File: src/rtl/shift_pattern_ctrl.sv
// Pattern controller for a daisy chain of 74hc595 shift registers.
// Produces the frame pattern and a one-cycle start pulse for the serial shifter,
// paces frames with a runtime interval and counts the frames it starts.
module shift_pattern_ctrl #(
    parameter int N_CHIPS = 2,
    parameter int TIMER_W = 25
) (
    input  logic                   i_clk,
    input  logic                   i_rst_n,
    input  logic                   i_run,
    input  logic [1:0]             i_mode,
    input  logic [TIMER_W-1:0]     i_interval,
    input  logic [8*N_CHIPS-1:0]   i_host_data,
    input  logic                   i_host_load,
    input  logic                   i_ready,
    output logic [8*N_CHIPS-1:0]   o_data,
    output logic                   o_enable,
    output logic                   o_busy,
    output logic [7:0]             o_frame_cnt
);

    localparam int W = 8 * N_CHIPS;

    localparam logic [2:0] IDLE     = 3'd0;
    localparam logic [2:0] START    = 3'd1;
    localparam logic [2:0] SETTLE   = 3'd2;
    localparam logic [2:0] WAIT_RDY = 3'd3;
    localparam logic [2:0] INTERVAL = 3'd4;
    localparam logic [2:0] UPDATE   = 3'd5;

    localparam logic [TIMER_W-1:0] TIMER_ONE = TIMER_W'(1);
    localparam logic [W-1:0]       DATA_ONE  = W'(1);
    localparam logic [W-1:0]       DATA_RST  = {N_CHIPS{8'h55}};

    logic [2:0]         state_q, state_d;
    logic [W-1:0]       data_q, data_d;
    logic [W-1:0]       shadow_q, shadow_d;
    logic [TIMER_W-1:0] timer_q, timer_d;
    logic [7:0]         frame_cnt_q, frame_cnt_d;
    logic [TIMER_W-1:0] timer_last;
    logic               timer_done;

    // An interval of zero behaves like one: the last timer value is then also zero.
    assign timer_last = (i_interval == '0) ? '0 : (i_interval - TIMER_ONE);
    assign timer_done = (timer_q == timer_last);

    // Next-state logic of the frame sequencer.
    always_comb begin
        state_d = state_q;
        case (state_q)
            IDLE: begin
                if (i_run || (i_host_load && (i_mode == 2'd3))) begin
                    state_d = START;
                end
            end
            START:    state_d = SETTLE;
            SETTLE:   state_d = WAIT_RDY;
            WAIT_RDY: begin
                if (i_ready) begin
                    state_d = i_run ? INTERVAL : IDLE;
                end
            end
            INTERVAL: begin
                if (!i_run) begin
                    state_d = IDLE;
                end else if (timer_done) begin
                    state_d = UPDATE;
                end
            end
            UPDATE:   state_d = START;
            default:  state_d = IDLE;
        endcase
    end

    // Pattern, shadow, timer and frame counter next values.
    always_comb begin
        data_d      = data_q;
        shadow_d    = i_host_load ? i_host_data : shadow_q;
        // Timer only runs in INTERVAL, so it is already clear on WAIT_RDY exit.
        timer_d     = (state_q == INTERVAL) ? (timer_q + TIMER_ONE) : '0;
        frame_cnt_d = (state_q == START) ? (frame_cnt_q + 8'd1) : frame_cnt_q;
        if ((state_q == IDLE) && i_host_load) begin
            data_d = i_host_data;
        end else if (state_q == UPDATE) begin
            case (i_mode)
                2'd0:    data_d = ~data_q;
                2'd1:    data_d = {data_q[W-2:0], data_q[W-1]};
                2'd2:    data_d = data_q + DATA_ONE;
                default: data_d = i_host_load ? i_host_data : shadow_q;
            endcase
        end
    end

    // State registers with asynchronous active-low reset.
    always_ff @(posedge i_clk or negedge i_rst_n) begin
        if (!i_rst_n) begin
            state_q     <= IDLE;
            data_q      <= DATA_RST;
            shadow_q    <= DATA_RST;
            timer_q     <= '0;
            frame_cnt_q <= 8'd0;
        end else begin
            state_q     <= state_d;
            data_q      <= data_d;
            shadow_q    <= shadow_d;
            timer_q     <= timer_d;
            frame_cnt_q <= frame_cnt_d;
        end
    end

    assign o_data      = data_q;
    assign o_enable    = (state_q == START);
    assign o_busy      = (state_q != IDLE);
    assign o_frame_cnt = frame_cnt_q;

endmodule

File: config.mk
export PLATFORM = sky130hd
export DESIGN_NAME = shift_pattern_ctrl
export DESIGN_NICKNAME = d
export VERILOG_FILES = /design/src/rtl/shift_pattern_ctrl.sv
export SDC_FILE = /design/constraint.sdc
export NUM_CORES = 1
export LEC_CHECK = 0
export BUFFER_PORTS_ARGS = -buffer_cell sky130_fd_sc_hd__buf_4
export CAP_MARGIN = 25
export CORE_ASPECT_RATIO = 0.9
export CORE_MARGIN = 2
export CORE_UTILIZATION = 58
export CTS_CLUSTER_DIAMETER = 30
export DETAILED_ROUTE_END_ITERATION = 8
export MAX_ROUTING_LAYER = met4
export PLACE_DENSITY = 0.92
export SETUP_SLACK_MARGIN = 0.1
export SKIP_CTS_REPAIR_TIMING = 1
export SYNTH_ARGS = -nofsm -noshare
export SYNTH_HDL_FRONTEND = slang
export SYNTH_SLANG_ARGS = --single-unit
File: constraint.sdc
create_clock -name i_clk -period 2.6 [get_ports i_clk]
set_clock_uncertainty 0.15 [all_clocks]
set_input_delay 0.78 -clock i_clk [delete_from_list [all_inputs] [get_ports i_clk]]
set_output_delay 0.78 -clock i_clk [all_outputs]
set_load 0.03 [all_outputs]
==> impl_metrics.tcl, run 1 <==
set metrics [dict create \
    synth_cell_types 69 \
    drt_wl_total_um 15900 \
    drc_errors 0 \
    critPathKind "in2reg" \
    synth-simple-area-share_pct 26.11 \
    die_w_um 101.0 \
    synth_compound_area_share_pct 18.50 \
    netlist_area_sq_um 4916 \
    drive_above_1_share_pct 33.43 \
    rows 31 \
    synthCells 580 \
    first_pass_iters 8 \
    ctsHtreeMaxLevel 3 \
    cts_inserted_buffers 9 \
    clk_pin_slew_worst_paths_ps 70 \
    seq_area_frac_synth_pct 35.02 \
    coreArea_sq_um 8145 \
    critPathLaunchType "primary input" \
    violations "setup timing" \
    synth_top_family_by_area "simple AND/OR/NAND/NOR gates" \
    muxShareOfSynthArea_pct 6.210 \
    crit_fanout 7 \
    yosysWarnings 0 \
    synth-xor-area-share_pct 8.552 \
    synth_top_area_share_pct 26.47 \
    drtAntennaViolNets 0 \
    fillers 495 \
    clock-sinks 68 \
    syn_area_per_cell_sq_um 8.476 \
    clock_path_buffers 2 \
    fmax_ghz 0.3311 \
    synth_top_area_cell "dfrtp_1" \
    setup_viol 1 \
    gp_congestion 0.9467 \
    portBuffers 73 \
    synth_edf_count 0 \
    worstMarginPinSlew_ps 640.2 \
    vias 5426 \
    finalWorstPathRequiredPeriod_ps 3020 \
    power_w 0.004281 \
    final_hold_viol_count 0 \
    cp-end-kind "flop" \
    hold_slack_ps 231.3 \
    clock_latency_ps 360 \
    cp.required_ps 2730 \
    synth_nets 632 \
    synth_flop_cell "dfrtp_1" \
    routedWlPerCell_um 19.39 \
    status "finished with violations" \
    io_pins 74 \
    synth-async-reset-ratio_pct 100.0 \
    final_core_util_pct 79.11 \
    slew_viol_final 0 \
    synth_common_cells "63 x nor2_1, 52 x dfrtp_1, 40 x nand2_1" \
    die_h_um 91.34 \
    setup_ws_ps -420.3 \
    peakVddDrop_uv 653.3 \
    hold_class "in2async" \
    cts_tree "done" \
    dp_hpwl_um 10920 \
    die_area_sq_um 9229 \
    synth.area.top_cells "dfrtp_1 26%, dfstp_2 8.6%, xnor2_1 5.5%, nor2_1 4.8%, mux2_2 4.6%" \
    grt-ovfl-total 0 \
    yosysMostFrequentCell "nor2_1" \
    rsz0062_at_grt "true" \
    final_cell_area_sq_um 6444 \
    diodes 0 \
    start_util_pct 60.35 \
    synth_fa_ha_area_share_pct 1.018 \
    nNetsFinal 768 \
    viasPerCell 6.617 \
    fin_crit_sh_pct 116.2 \
    leakagePower_nw 2.709 \
    maxSlewHeadroom_pct 56.93 \
    cap_violations 0 \
    placed_cell_area_sq_um 6070 \
    area_growth_syn_to_layout_pct 31.08 \
    grt_pass1_vias 5175 \
    antenna_found_initial 0 \
    power_density_nw_per_um2 664.4 \
    grt_pass1_wl_um 25180 \
    arrival_ps 3150 \
    ys_ff_latch 68 \
    grt_usage_pct 35.24 \
    grt_max_degree 38 \
    cts-root-buf "clkbuf_8" \
    drt-initial-drc-count 676 \
]
-- layout by cell type (no fill, tap or decap), types with 15 or more instances in the layout --
cell / count
dfrtp_1: 52
mux2_2: 20
inv_1: 15
o21ai_0: 35
nor3_1: 15
xor2_1: 17
xnor2_1: 31
nand3_1: 32
a21oi_1: 24
dfstp_2: 16
nand2_1: 40
nor2_1: 62
buf_4: 159
-- report_power, final --
group	internal (W)	total, W	leakage, nW	switching, W
Sequential	0.00132	0.00166	0.850	0.000338
Clock	0.000467	0.000894	0.0983	0.000427
Combinational	0.000726	0.00173	1.76	0.00101
Total	0.00251	0.00428	2.71	0.00177
-- layer usage --
layer / up-vias / GRT usage [%] / share of wire (%)
li1: 2411 / - / -
met1: 2591 / 46.77 / 40
met2: 367 / 53.92 / 48
met3: 57 / 7.390 / 10
met4: 0 / 11.60 / 2.7
met5: - / - / 0
-- sequential cells by signal, summed over array words and instances, names as in the netlist --
signal and count:
timer_q 25, o_data 16, shadow_q 16, o_frame_cnt 8, state_q 3
-- path summary, 6_finish.rpt --
path	depth (start not counted)	to	startpoint	slack, ps
worst max register to register	8	state_q[0]$_DFFE_PN0P_	timer_q[13]$_DFF_PN0_	130
worst max-delay path	13	state_q[0]$_DFFE_PN0P_	i_interval[0]	-420
worst min register to register	1	o_frame_cnt[7]$_DFFE_PN0P_	o_frame_cnt[7]$_DFFE_PN0P_	330
worst min-delay path	1	timer_q[24]$_DFF_PN0_	i_rst_n	230
min in group i_clk	1	o_frame_cnt[7]$_DFFE_PN0P_	o_frame_cnt[7]$_DFFE_PN0P_	330
max in group asynchronous	2	shadow_q[4]$_DFF_PN1_	i_rst_n	1460
-- metrics by stage --
stage / cells / worst slack (ps) / setup TNS [ps]
floorplan: 580 / -625.1 / -625.1
detailed placement: 795 / -913.8 / -913.8
finish: 820 / -420.3 / -420.3
global route: 820 / -503.4 / -503.4
CTS: 811 / -531.1 / -531.1
global placement: 795 / -710.8 / -710.8
-- final cells by class --
cell class / count / area, sq um / share of cell area, %
clock buffers: 10 / 137.6 / 2.136
flip-flops and latches: 68 / 1722 / 26.72
well taps: 99 / 123.9 / 1.922
multi-input cells: 457 / 3077 / 47.75
clock inverters: 6 / 63.81 / 0.9903
repair buffers: 163 / 1251 / 19.42
inverters: 17 / 68.82 / 1.068
-- critical path, cell delays in order --
cell and delay [ps]:
buf_8 100, inv_4 50, ha_4 120, or4b_4 480, nor4_4 210, buf_4 180, buf_6 120, a31oi_4 80
nor4bb_1 320, nand3_1 150, nor4_2 290, nand4b_1 130, o21ai_1 120
-- cells by family after synthesis --
kind of cell | after synthesis
and+or+nand+nor | 242
buffers and inverters | 55
AOI/OAI and AO/OA | 135
DFF | 68
muxes | 28
xor gates and xnor gates | 48
adders and majority gates | 4
(Power assumes the default switching activity.)
==> run 2: changes to the inputs <==
- clock period: 2.6 -> 2.85 ns (I/O delays scaled with it)
==> run 2 against run 1 <==
The flow still finishes with violations (setup timing). Highest routed layer unchanged. Critical path type unchanged. Via count is 3.4% lower. Total power is 7.7% lower. Critical path depth stayed put. Register-to-register slack better by 170 ps. Sequential power is 9% lower. Setup slack better by 170 ps. Hold slack better by 110 ps. Sequential share of layout area is 0.85 points higher. Die area stayed put. Sequential cell count stayed put.
==> impl_metrics.tcl, run 2 (same netlist as run 1, synthesis figures left out) <==
set metrics [dict create \
    fmax_ghz 0.3226 \
    grt_pass1_wl_um 23580 \
    rsz0062_at_grt "true" \
    combPwrFrac_pct 37.0 \
    p_int_w 0.002421 \
    critPathLaunchType "primary input" \
    cts-root-buf "clkbuf_8" \
    crit_top_cell "buf_4" \
    grt-ovfl-total 0 \
    dp_hpwl_um 10590 \
    routedWlPerCell_um 18.57 \
    antenna_found_initial 0 \
    layout_common_cells "141 x buf_4, 63 x nor2_1, 52 x dfrtp_1, 40 x nand2_1, 38 x o21ai_0" \
    peakVddDrop_uv 740.8 \
    die_area_sq_um 9229 \
    ctsHtreeMaxLevel 3 \
    largest_reg_flops 25 \
    critPathMaxStageDelay_ps 490 \
    layout_commonest_cell "buf_4" \
    area_growth_syn_to_layout_pct 27.03 \
    setup_ws_ps -249.7 \
    drc_errors 0 \
    power_density_nw_per_um2 633.0 \
    slew_viol_final 0 \
    setup_viol 1 \
    clk_pin_slew_worst_paths_ps 70 \
    critPathSlowestCell "or4b_4" \
    hold_class "reg2reg" \
    grt_usage_pct 32.89 \
    path_delay_family "simple AND/OR/NAND/NOR gates" \
    grt_pass1_vias 4848 \
    crit_fanout 5 \
    drtAntennaViolNets 0 \
    portBuffers 73 \
    path_buf_inv 4 \
    drt-initial-drc-count 471 \
    coreArea_sq_um 8145 \
    violations "setup timing" \
    clock-sinks 68 \
    fillers 571 \
    die_w_um 101.0 \
    cp.required_ps 2930 \
    cp-end-kind "flop" \
    regMostFlops "timer_q" \
    crit_chain "buf_6 > inv_4 > ha_4 > or4b_4 > nor4_4 > buf_4 > buf_4 > nor3b_1 > o21bai_1 > a31oi_1 > a2111oi_2 > nand4b_1 > o21ai_1" \
    drt_wl_total_um 14860 \
    maxSlewHeadroom_pct 43.75 \
    diodes 0 \
    gp_congestion 0.9406 \
    die_h_um 91.34 \
    cts_tree "done" \
    clock_path_buffers 2 \
    grt_max_degree 69 \
    finalWorstPathRequiredPeriod_ps 3100 \
    status "finished with violations" \
    drive_above_1_share_pct 30.10 \
    rows 31 \
    p_sw_w 0.001532 \
    arrival_ps 3180 \
    clock_power_share_pct 24.8 \
    io_pins 74 \
    place_ws_ps -662.6 \
    placed_cell_area_sq_um 5924 \
    nNetsFinal 748 \
    worstMarginPinSlew_ps 843.7 \
    viasPerCell 6.551 \
    p_sw_share_pct 38.75 \
    clock_latency_ps 350 \
    fin_crit_sh_pct 108.8 \
    cts_inserted_buffers 9 \
    first_pass_iters 5 \
    cap_violations 0 \
    power_frac_seq_pct 38.2 \
    final_cell_area_sq_um 6245 \
    critPathKind "in2reg" \
    start_util_pct 60.35 \
    final_hold_viol_count 0 \
    leakagePower_nw 2.611 \
    vias 5241 \
]
## run 2: final cells by class
class	instances	area, sq um	share of cell area [%]
inverters	17	68.82	1.102
multi-input cells	457	3000	48.05
clock buffers	10	137.6	2.204
flip-flops and latches	68	1722	27.57
repair buffers	143	1081	17.31
clock inverters	6	111.4	1.783
well taps	99	123.9	1.984
## run 2: worst reg2reg max path: stages (launching register included)
cell     delay (ps)
dfstp_2         610
nand3_1         190
nor3_2          340
and4_1          280
nand4_1         150
a311o_1         380
o21ai_0          80
o311a_1         200
a221o_1         110
## run 2: final timing paths
path	start	to	slack (ps)	cells past startpoint
worst max-delay path	i_interval[0]	state_q[0]$_DFFE_PN0P_	-250	13
worst min-delay path	o_frame_cnt[7]$_DFFE_PN0P_	o_frame_cnt[7]$_DFFE_PN0P_	340	1
worst max register to register	o_data[0]$_DFFE_PN1P_	o_data[15]$_DFFE_PN0P_	300	8
worst min register to register	o_frame_cnt[7]$_DFFE_PN0P_	o_frame_cnt[7]$_DFFE_PN0P_	340	1
max in group asynchronous	i_rst_n	timer_q[3]$_DFF_PN0_	1550	1
min in group asynchronous	i_rst_n	timer_q[24]$_DFF_PN0_	460	1
## run 2: metal layers
metal / up-vias / global-route usage, % / wire [um]
met5: - / - / 0
met4: 0 / 9.234 / 261
met3: 32 / 6.236 / 1517
met1: 2519 / 45.56 / 6127
met2: 322 / 49.39 / 6950
li1: 2368 / - / -
## run 2: per-stage QoR
step                      TNS (ps)  power (W)  std cells  utilization (%)  hold WS, ps
after global routing        -365.0   0.004149        800            76.67        364.7
final                       -249.7   0.003953        800            76.67        337.6
after global placement      -571.7   0.002877        778            72.73        314.2
after floorplan             -450.1   0.002352        580                -        321.9
after detailed placement    -662.6   0.002932        778            72.73        333.2
after CTS                   -291.3   0.003924        794            75.79        347.9
## run 2: power by group through the flow
| stage | combinational (W) | clock (W) | sequential [W] |
|---|---|---|---|
| floorplan | 0.000665 | 0 | 0.00169 |
| global placement | 0.00139 | 0 | 0.00149 |
| detailed placement | 0.00143 | 0 | 0.00150 |
| CTS | 0.00144 | 0.000988 | 0.00149 |
| global route | 0.00156 | 0.00105 | 0.00154 |
| finish | 0.00146 | 0.000982 | 0.00151 |
